`config.mk`:
```
export PLATFORM = sky130hd
export DESIGN_NAME = irq_sched
export DESIGN_NICKNAME = d
export VERILOG_FILES = /design/src/rtl/pld_pkg.sv /design/src/rtl/irq_edge_det.sv /design/src/rtl/irq_sched.sv
export SDC_FILE = /design/constraint.sdc
export NUM_CORES = 1
export LEC_CHECK = 0
export CORE_MARGIN = 3
export CORE_UTILIZATION = 50
export CTS_BUF_LIST = sky130_fd_sc_hd__clkbuf_2 sky130_fd_sc_hd__clkbuf_4 sky130_fd_sc_hd__clkbuf_8
export DETAILED_ROUTE_END_ITERATION = 16
export PLACE_DENSITY = 0.88
export SLEW_MARGIN = 20
export SYNTH_ARGS = -nofsm -noshare
export SYNTH_HDL_FRONTEND = slang
export SYNTH_SLANG_ARGS = --single-unit
```
`constraint.sdc`:
```
create_clock -name clk -period 4.6 [get_ports clk]
set_input_delay 0.69 -clock clk [delete_from_list [all_inputs] [get_ports clk]]
set_output_delay 0.69 -clock clk [all_outputs]
set_load 0.03 [all_outputs]
```
`src/rtl/pld_pkg.sv`:
```
// Shared definitions for the DSP interrupt scheduler:
// FSM states, event source indices and default sizing.
package pld_pkg;

  typedef enum logic [1:0] {
    ST_IDLE    = 2'd0,
    ST_ASSERT  = 2'd1,
    ST_HOLDOFF = 2'd2
  } irq_state_e;

  localparam int SRC_WIL_IN1 = 0;
  localparam int SRC_WIL_IN2 = 1;
  localparam int SRC_WIL_IN3 = 2;
  localparam int SRC_WIL_OUT = 3;
  localparam int SRC_KEY     = 4;
  localparam int SRC_FW      = 5;
  localparam int SRC_FQ      = 6;
  localparam int SRC_SPARE   = 7;

  localparam int DEF_N_SRC   = 8;
  localparam int DEF_HOLDOFF = 16;
  localparam int DEF_TIMEOUT = 65535;

  // Index of the lowest set bit; 0 when no bit is set.
  function automatic logic [2:0] lowest_idx(
    input logic [7:0] v
  );
    logic [2:0] idx;
    idx = 3'd0;
    for (int i = 7; i >= 0; i--) begin
      if (v[i]) idx = 3'(i);
    end
    return idx;
  endfunction

endpackage

```
`src/rtl/irq_edge_det.sv`:
```
// Falling-edge detector for the active-low event lines.
// Stays disarmed for one cycle after reset so lines held low emit nothing.
module irq_edge_det
  import pld_pkg::*;
#(
  parameter int N_SRC = DEF_N_SRC
) (
  input  logic             clk,
  input  logic             rst,
  input  logic [N_SRC-1:0] i_src_n,
  output logic [N_SRC-1:0] o_fall
);

  logic [N_SRC-1:0] r_hist;
  logic             r_armed;

  always_ff @(posedge clk) begin
    if (rst) begin
      r_hist  <= '1;
      r_armed <= 1'b0;
    end else begin
      r_hist  <= i_src_n;
      r_armed <= 1'b1;
    end
  end

  assign o_fall = {N_SRC{r_armed}} & r_hist & ~i_src_n;

endmodule

```
`src/rtl/irq_sched.sv`:
```
// Pending/mask latch, priority vector and irq_n
// assertion FSM with holdoff and ack timeout.
module irq_sched
  import pld_pkg::*;
#(
  parameter int N_SRC   = DEF_N_SRC,
  parameter int HOLDOFF = DEF_HOLDOFF,
  parameter int TIMEOUT = DEF_TIMEOUT
) (
  input  logic             clk,
  input  logic             rst,
  input  logic [N_SRC-1:0] src_n,
  input  logic             mask_wr,
  input  logic [N_SRC-1:0] mask_wdata,
  input  logic             clr_wr,
  input  logic [N_SRC-1:0] clr_wdata,
  input  logic             ack,
  output logic [N_SRC-1:0] pend,
  output logic [N_SRC-1:0] mask,
  output logic [2:0]       vec,
  output logic             vec_valid,
  output logic             irq_n
);

  localparam int HO_W = $clog2(HOLDOFF + 1);
  // Last HOLDOFF cycle is spent in IDLE, so the
  // counter stops one short of HOLDOFF.
  localparam logic [HO_W-1:0] HO_LAST = HO_W'(HOLDOFF - 2);
  localparam logic [15:0]     TO_LAST = 16'(TIMEOUT - 1);

  logic [N_SRC-1:0] r_pend;
  logic [N_SRC-1:0] r_mask;
  logic [2:0]       r_vec;
  logic             r_vec_valid;
  logic             r_irq_n;
  irq_state_e       r_state;
  logic [HO_W-1:0]  r_ho_cnt;
  logic [15:0]      r_to_cnt;

  logic [N_SRC-1:0] w_fall;
  logic [N_SRC-1:0] w_active;
  logic [N_SRC-1:0] w_clr;
  logic [7:0]       w_vec_oh;
  logic             w_ack_hit;

  irq_edge_det #(
    .N_SRC(N_SRC)
  ) u_edge (
    .clk    (clk),
    .rst    (rst),
    .i_src_n(src_n),
    .o_fall (w_fall)
  );

  assign w_active  = r_pend & r_mask;
  assign w_ack_hit = (r_state == ST_ASSERT) && ack;
  assign w_vec_oh  = 8'd1 << r_vec;

  always_comb begin
    w_clr = '0;
    if (clr_wr) w_clr = clr_wdata;
    if (w_ack_hit) w_clr = w_clr | w_vec_oh[N_SRC-1:0];
  end

  // New events win over any clear of the same bit.
  always_ff @(posedge clk) begin
    if (rst) begin
      r_pend      <= '0;
      r_mask      <= '0;
      r_vec       <= 3'd0;
      r_vec_valid <= 1'b0;
    end else begin
      r_pend      <= (r_pend & ~w_clr) | w_fall;
      if (mask_wr) r_mask <= mask_wdata;
      r_vec       <= lowest_idx(8'(w_active));
      r_vec_valid <= |w_active;
    end
  end

  always_ff @(posedge clk) begin
    if (rst) begin
      r_state  <= ST_IDLE;
      r_irq_n  <= 1'b1;
      r_ho_cnt <= '0;
      r_to_cnt <= '0;
    end else begin
      unique case (r_state)
        ST_IDLE: begin
          if (r_vec_valid) begin
            r_state  <= ST_ASSERT;
            r_irq_n  <= 1'b0;
            r_to_cnt <= '0;
          end
        end
        ST_ASSERT: begin
          if (ack || !r_vec_valid ||
              r_to_cnt == TO_LAST) begin
            r_state  <= ST_HOLDOFF;
            r_irq_n  <= 1'b1;
            r_ho_cnt <= '0;
          end else begin
            r_to_cnt <= r_to_cnt + 16'd1;
          end
        end
        ST_HOLDOFF: begin
          if (r_ho_cnt == HO_LAST) begin
            r_state <= ST_IDLE;
          end else begin
            r_ho_cnt <= r_ho_cnt + 1'b1;
          end
        end
        default: begin
          r_state <= ST_IDLE;
          r_irq_n <= 1'b1;
        end
      endcase
    end
  end

  assign pend      = r_pend;
  assign mask      = r_mask;
  assign vec       = r_vec;
  assign vec_valid = r_vec_valid;
  assign irq_n     = r_irq_n;

endmodule

```
=== Word-level counts from Yosys, hierarchy flattened ===
Index checks and enable logic that the tools add are counted.

* Flip-flop bits (word level): 53
* Latch bits: 0
* Memory bits (writable): 0
* Bits in read-only memories: 0
* Output and inout bits: 21
* Logic and storage cells: 71
* Memories kept: 0

* Add/subtract/negate cells: 2
* $mul: 0
* Div/mod/pow operators: 0
* Order comparisons: 0
* Equal/unequal tests: 9
* Shift operators: 1
* Mux-type cells: 23
* Bitwise gates (word level): 9
* Reduce and logical (&&, ||, !) cells: 15

{| class="wikitable"
|+ Operators with widths
! operator !! count
|-
| AND 8 bit || 4
|-
| two-way mux 16 bit || 2
|-
| case mux 16 bit (2 select lines) || 1
|-
| adder 16 x 1 -> 16 bit, second input constant || 1
|-
| equality test 16 bit, second input constant || 1
|-
| two-way mux 8 bit || 2
|-
| NOT 8 bit || 2
|-
| OR 8 bit || 2
|-
| two-way mux 3 bit || 4
|-
| AND reduction 3 bit || 4
|-
| two-way mux 2 bit || 5
|-
| two-way mux 5 bit || 2
|-
| case mux 5 bit (2 select lines) || 1
|-
| inequality test 2 bit, second input constant || 4
|-
| OR reduction 8 bit || 1
|-
| left shift 1 x 3 -> 8 bit, first input constant || 1
|-
| case mux 2 bit (3 select lines) || 1
|-
| adder 5 x 1 -> 5 bit, second input constant || 1
|-
| equality test 5 x 4 -> 1 bit, second input constant || 1
|-
| OR reduction 5 bit || 1
|-
| two-way mux 1 bit || 4
|-
| nonzero test 2 bit || 2
|-
| case mux 1 bit (3 select lines) || 1
|-
| OR reduction 3 bit || 1
|-
| 9 further kinds || 10
|}

=== Longest topological paths before layout ===
* Depth after elaboration: 8
* Mapped depth: 8

=== Hierarchy ===
A second synthesis with hierarchy kept.

* Cell total of the unflattened synthesis: 284
* Area total of the unflattened synthesis: 2442.3 µm²

{| class="wikitable"
|+ Modules (own cells, without submodules)
! module !! times used !! cells an instance !! area each (µm²) !! seq. area each (µm²)
|-
| irq_sched || 1 || 258 || 2138.3 || 880.8
|-
| irq_edge_det || 1 || 26 || 304.0 || 180.2
|}

=== Worst setup path before layout ===
No wires, ideal clock.

* Kind: input -> register
* Start point: input ack
* End point: register r_to_cnt[11]
* Library setup time: 0.070 ns
* Arrival time: 1.973 ns
* Required time: 4.530 ns
* Setup slack: 2.556 ns
* Stages: 6
* Path buffers: 2
* Cell sequence: nand4bb_1 -> buf_2 -> or2_1 -> buf_2 -> or4b_1 -> a21oi_1

* Word-level cells in the longest chain between the ends: 4

{| class="wikitable"
|+ RTL lines
! item !! RTL line !! RTL
|-
| from (decl) || irq_sched.sv:17 || <nowiki>input logic ack,</nowiki>
|-
| logical OR 1 bit (2 in a row) || irq_sched.sv:96 || <nowiki>if (ack || !r_vec_valid ||</nowiki>
|-
| inequality test 2 bit (no line) || - ||
|-
| AND reduction 3 bit (no line) || - ||
|-
| to (signal assigned) || irq_sched.sv:102 || <nowiki>r_to_cnt <= r_to_cnt + 16'd1;</nowiki>
|-
| to (decl) || irq_sched.sv:38 || <nowiki>logic [15:0] r_to_cnt;</nowiki>
|}

No other way between the ends.
A chain may end at the register's enable or synchronous reset.

=== Worst setup path after layout ===
Ends and elaborated chain as after synthesis.

==> results.rst <==
.. list-table::
   :header-rows: 1

   * - Metric
     - Value
   * - Run status
     - complete, no violations
   * - Number of top-level pins
     - 50
   * - Number of enable flip-flop cells after synthesis
     - 0
   * - Clock tree root driver cell
     - sky130_fd_sc_hd__clkbuf_8
   * - Die outline width
     - roughly 75 um
   * - Share of Yosys cell area claimed by the top area cell type
     - roughly 44%
   * - Initial standard-cell utilization of the core
     - 53.19%
   * - Setup TNS
     - 0 ns
   * - Vias in the first global route
     - ~2200
   * - Largest fanout on the critical path
     - 16
   * - Maximum capacitance violations
     - 0
   * - Net count after synthesis
     - 313
   * - Proportion of power drawn by combinational gates
     - approximately 14%
   * - Bufs on Longest Clock Path
     - 2
   * - DRC violations left
     - 0
   * - Switching power of the nets
     - between 0.2 and 0.25 mW
   * - Weighted congestion reported at the end of routability-driven placement
     - a little under 0.9
   * - TritonCTS clock tree
     - built
   * - Final net count
     - between 300 and 400
   * - HPWL after detailed placement
     - 4204 um
   * - Worst setup SP type
     - input port
   * - Fraction of layout instances using a drive strength above 1
     - about 6.8%
   * - Total wire length
     - approximately 5900 um
   * - Area of the placeable core
     - approximately 0.0045 mm^2
   * - Slowest cell on the critical path
     - sky130_fd_sc_hd__or4b_1
   * - Setup Buffers After CTS
     - 0
   * - Reg power frac
     - a little under three fifths
   * - Global-route usage over all layers
     - approximately 23%
   * - Clock transition at the registers of the reported paths
     - 0.09 ns
   * - Yosys Warn Count
     - 0
   * - Fin Clk Skew
     - roughly 0.0086 ns
   * - Most frequent cells in the layout
     - sky130_fd_sc_hd__dfxtp_1 (53), sky130_fd_sc_hd__clkdlybuf4s50_1 (49), sky130_fd_sc_hd__nand2_1 (34), sky130_fd_sc_hd__a21oi_1 (22), sky130_fd_sc_hd__nor2_1 (22)
   * - CP arrival
     - 2.54 ns
   * - Post-cts resize count
     - 0
   * - Flop and latch count out of synthesis
     - 53
   * - Number of cell rows
     - 24
   * - Fraction of registers with async set/reset
     - 0%
   * - Cts bufs inserted
     - 5
   * - Worst Setup Path Type
     - in -> reg
   * - Worst slew pin tran
     - 0.6916 ns
   * - Pin count of the biggest net entering global routing
     - 39
   * - Average vias per placed instance
     - between 5 and 6
   * - Share of the yosys chip area belonging to registers
     - 44.28%
   * - Power density of the placed cells
     - roughly 300 mW/mm^2
   * - Number of diodes added for antenna fixing
     - 0
   * - Internal power
     - roughly 0.66 mW
   * - Worst hold-check path type
     - reg -> reg
   * - Total number of vias
     - between 2000 and 2500
   * - Main synth FF type
     - sky130_fd_sc_hd__dfxtp_1
   * - Remaining max-slew budget at the tightest pin
     - 53.55%
   * - Number of DRC markers in iteration 0
     - about 300
   * - Cell chain of the critical path
     - clkdlybuf4s50_1 -> nand4bb_1 -> buf_4 -> or2_1 -> or4b_1 -> a21oi_1
   * - Cells after Synth
     - 280
   * - Final Critical Period
     - between 2 and 2.5 ns
   * - Relative area change from synthesis to final layout
     - 25.22%
   * - Area of the mapped netlist
     - around 0.0024 mm^2
   * - Final Hold Viols
     - 0
   * - Reported leakage power
     - around 1.1 nW
   * - Switching share of total power
     - about a quarter
   * - Post-DRT Antenna Nets
     - 0
   * - Worst-case hold slack
     - roughly 0.45 ns
   * - Antenna violations before repair
     - 0
   * - Share of power burned in the clock network
     - a little under a third
   * - Number of search-and-repair iterations in the first detailed-routing pass
     - 5
   * - Achievable clock frequency
     - roughly 440 MHz
   * - Die Footprint
     - between 0.005 and 0.006 mm^2
   * - Unique cell type count in the Yosys netlist
     - 50
   * - DP Area
     - about 0.0029 mm^2
   * - Wire length of the first global-routing pass
     - 9977 um
   * - Post-synthesis cell type with the largest combined area
     - sky130_fd_sc_hd__dfxtp_1
   * - Clock latency on the worst-skew pair
     - about 0.31 ns
   * - Overflow left after global routing
     - 0
   * - Most common library cell in the layout ignoring fill and taps
     - sky130_fd_sc_hd__dfxtp_1
   * - Die Height
     - ~75 um
   * - Max H-tree Level
     - 2
   * - Count of hold buffers inserted by post-cts repair
     - 0
   * - Top area cells in the synthesized netlist
     - sky130_fd_sc_hd__dfxtp_1 (44%), sky130_fd_sc_hd__nand2_1 (5.3%), sky130_fd_sc_hd__a21oi_1 (4.6%)
   * - Average footprint of a synthesized cell
     - 8.557 um^2
   * - Crit path capture type
     - register
   * - Post-route standard cell area excluding fillers
     - between 0.003 and 0.004 mm^2
   * - Number of failing setup endpoints in the final timing report
     - 0
   * - Required time of the critical path
     - 4.85 ns
   * - Highest ir drop seen on vdd
     - 200.7 uV
   * - Setup repair after global routing missed its margin
     - false
   * - Max incr delay on CP
     - ~0.53 ns
   * - Wirelength per Cell
     - about 16 um
   * - Buffers on Ports
     - 49
   * - Post-route fraction of the period consumed by the critical path
     - about half
   * - Clock tree sinks
     - between 50 and 60
   * - Max Slew Vio Count
     - 0
[worst max-delay path: cells and delay by family]
family                 cells  cell delay, ns
AO/OA/AOI/OAI              1            0.14
buffers and inverters      2            0.64
AND/OR/NAND/NOR            3            1.07
[through the flow]
stage                     utilization, %  instances  setup WS [ns]  total power [mW]
after global placement             64.58        369          2.051            0.6219
after CTS                          66.61        377          2.326            0.8919
after global routing               66.61        377          2.189            0.9206
final                              66.61        377          2.311            0.8906
after detailed placement           64.58        369          1.999            0.6249
after floorplan                        -        280          2.556            0.5651
[path summary, 6_finish.rpt]
path,from,to,slack (ns),cells past startpoint
hold / removal,u_edge.r_hist[5],pend[5],0.45,2
hold reg to reg,u_edge.r_hist[5],pend[5],0.45,2
setup / recovery,ack,r_to_cnt[11],2.31,6
setup reg to reg,r_to_cnt[1],irq_n,2.33,6
[layout make-up]
class	instances	area, um^2
Fill cell	365	1504
Multi-Input combinational cell	209	1262
Sequential cell	53	1061
Timing Repair Buffer	51	505.5
Clock buffer	7	83.83
Tap cell	52	65.06
Inverter	4	15.01
Clock inverter	1	7.507
[power by group through the flow]
stage	Sequential, mW	Clock, mW	Combinational [mW]
floorplan	0.521	0	0.0446
global placement	0.504	0	0.118
detailed placement	0.505	0	0.120
CTS	0.494	0.276	0.121
global route	0.498	0.292	0.131
finish	0.495	0.275	0.121
[cell usage after synthesis (2+ instances only)]
| cell type | number |
|---|---|
| sky130_fd_sc_hd__a21oi_1 | 22 |
| sky130_fd_sc_hd__a221oi_1 | 7 |
| sky130_fd_sc_hd__a31oi_1 | 5 |
| sky130_fd_sc_hd__and3_1 | 2 |
| sky130_fd_sc_hd__buf_1 | 2 |
| sky130_fd_sc_hd__buf_2 | 4 |
| sky130_fd_sc_hd__clkbuf_1 | 8 |
| sky130_fd_sc_hd__dfxtp_1 | 53 |
| sky130_fd_sc_hd__ha_1 | 4 |
| sky130_fd_sc_hd__inv_1 | 4 |
| sky130_fd_sc_hd__mux2i_1 | 8 |
| sky130_fd_sc_hd__nand2_1 | 34 |
| sky130_fd_sc_hd__nand2b_1 | 2 |
| sky130_fd_sc_hd__nand3_1 | 12 |
| sky130_fd_sc_hd__nand3b_1 | 6 |
| sky130_fd_sc_hd__nand4_1 | 10 |
| sky130_fd_sc_hd__nor2_1 | 22 |
| sky130_fd_sc_hd__nor2b_1 | 3 |
| sky130_fd_sc_hd__nor3_1 | 7 |
| sky130_fd_sc_hd__nor4_1 | 7 |
| sky130_fd_sc_hd__o21ai_0 | 10 |
| sky130_fd_sc_hd__o21ai_1 | 6 |
| sky130_fd_sc_hd__o21bai_1 | 6 |
| sky130_fd_sc_hd__or2_2 | 8 |
| sky130_fd_sc_hd__xor2_1 | 3 |
[registers in the layout (all words and copies together), names as in the netlist]
signal,cells
irq_n,1
mask,8
pend,8
r_ho_cnt,5
r_state,2
r_to_cnt,16
u_edge.r_armed,1
u_edge.r_hist,8
vec,3
vec_valid,1
[cells by family (layout without fill, tap and decap cells)]
kind of cell | after synthesis | count (layout) | synth area share [%]
AOI/OAI and AO/OA | 66 | 66 | 17.23
xor gates and xnor gates | 4 | 4 | 1.462
adders and majority gates | 4 | 4 | 2.089
buffers and inverters | 18 | 63 | 3.029
DFF | 53 | 53 | 44.28
muxes | 8 | 8 | 3.342
and+or+nand+nor | 127 | 127 | 28.56
[layer usage]
| layer | vias up | GRT usage, % | routed length [um] |
|---|---|---|---|
| met2 | 79 | 36.65 | 2834 |
| met4 | 0 | 8.544 | 84 |
| met5 | - | 0 | 0 |
| met1 | 1009 | 28.95 | 2550 |
| li1 | 1104 | - | - |
| met3 | 13 | 6.809 | 474 |
Note: power is estimated with default switching activity, not from simulation.
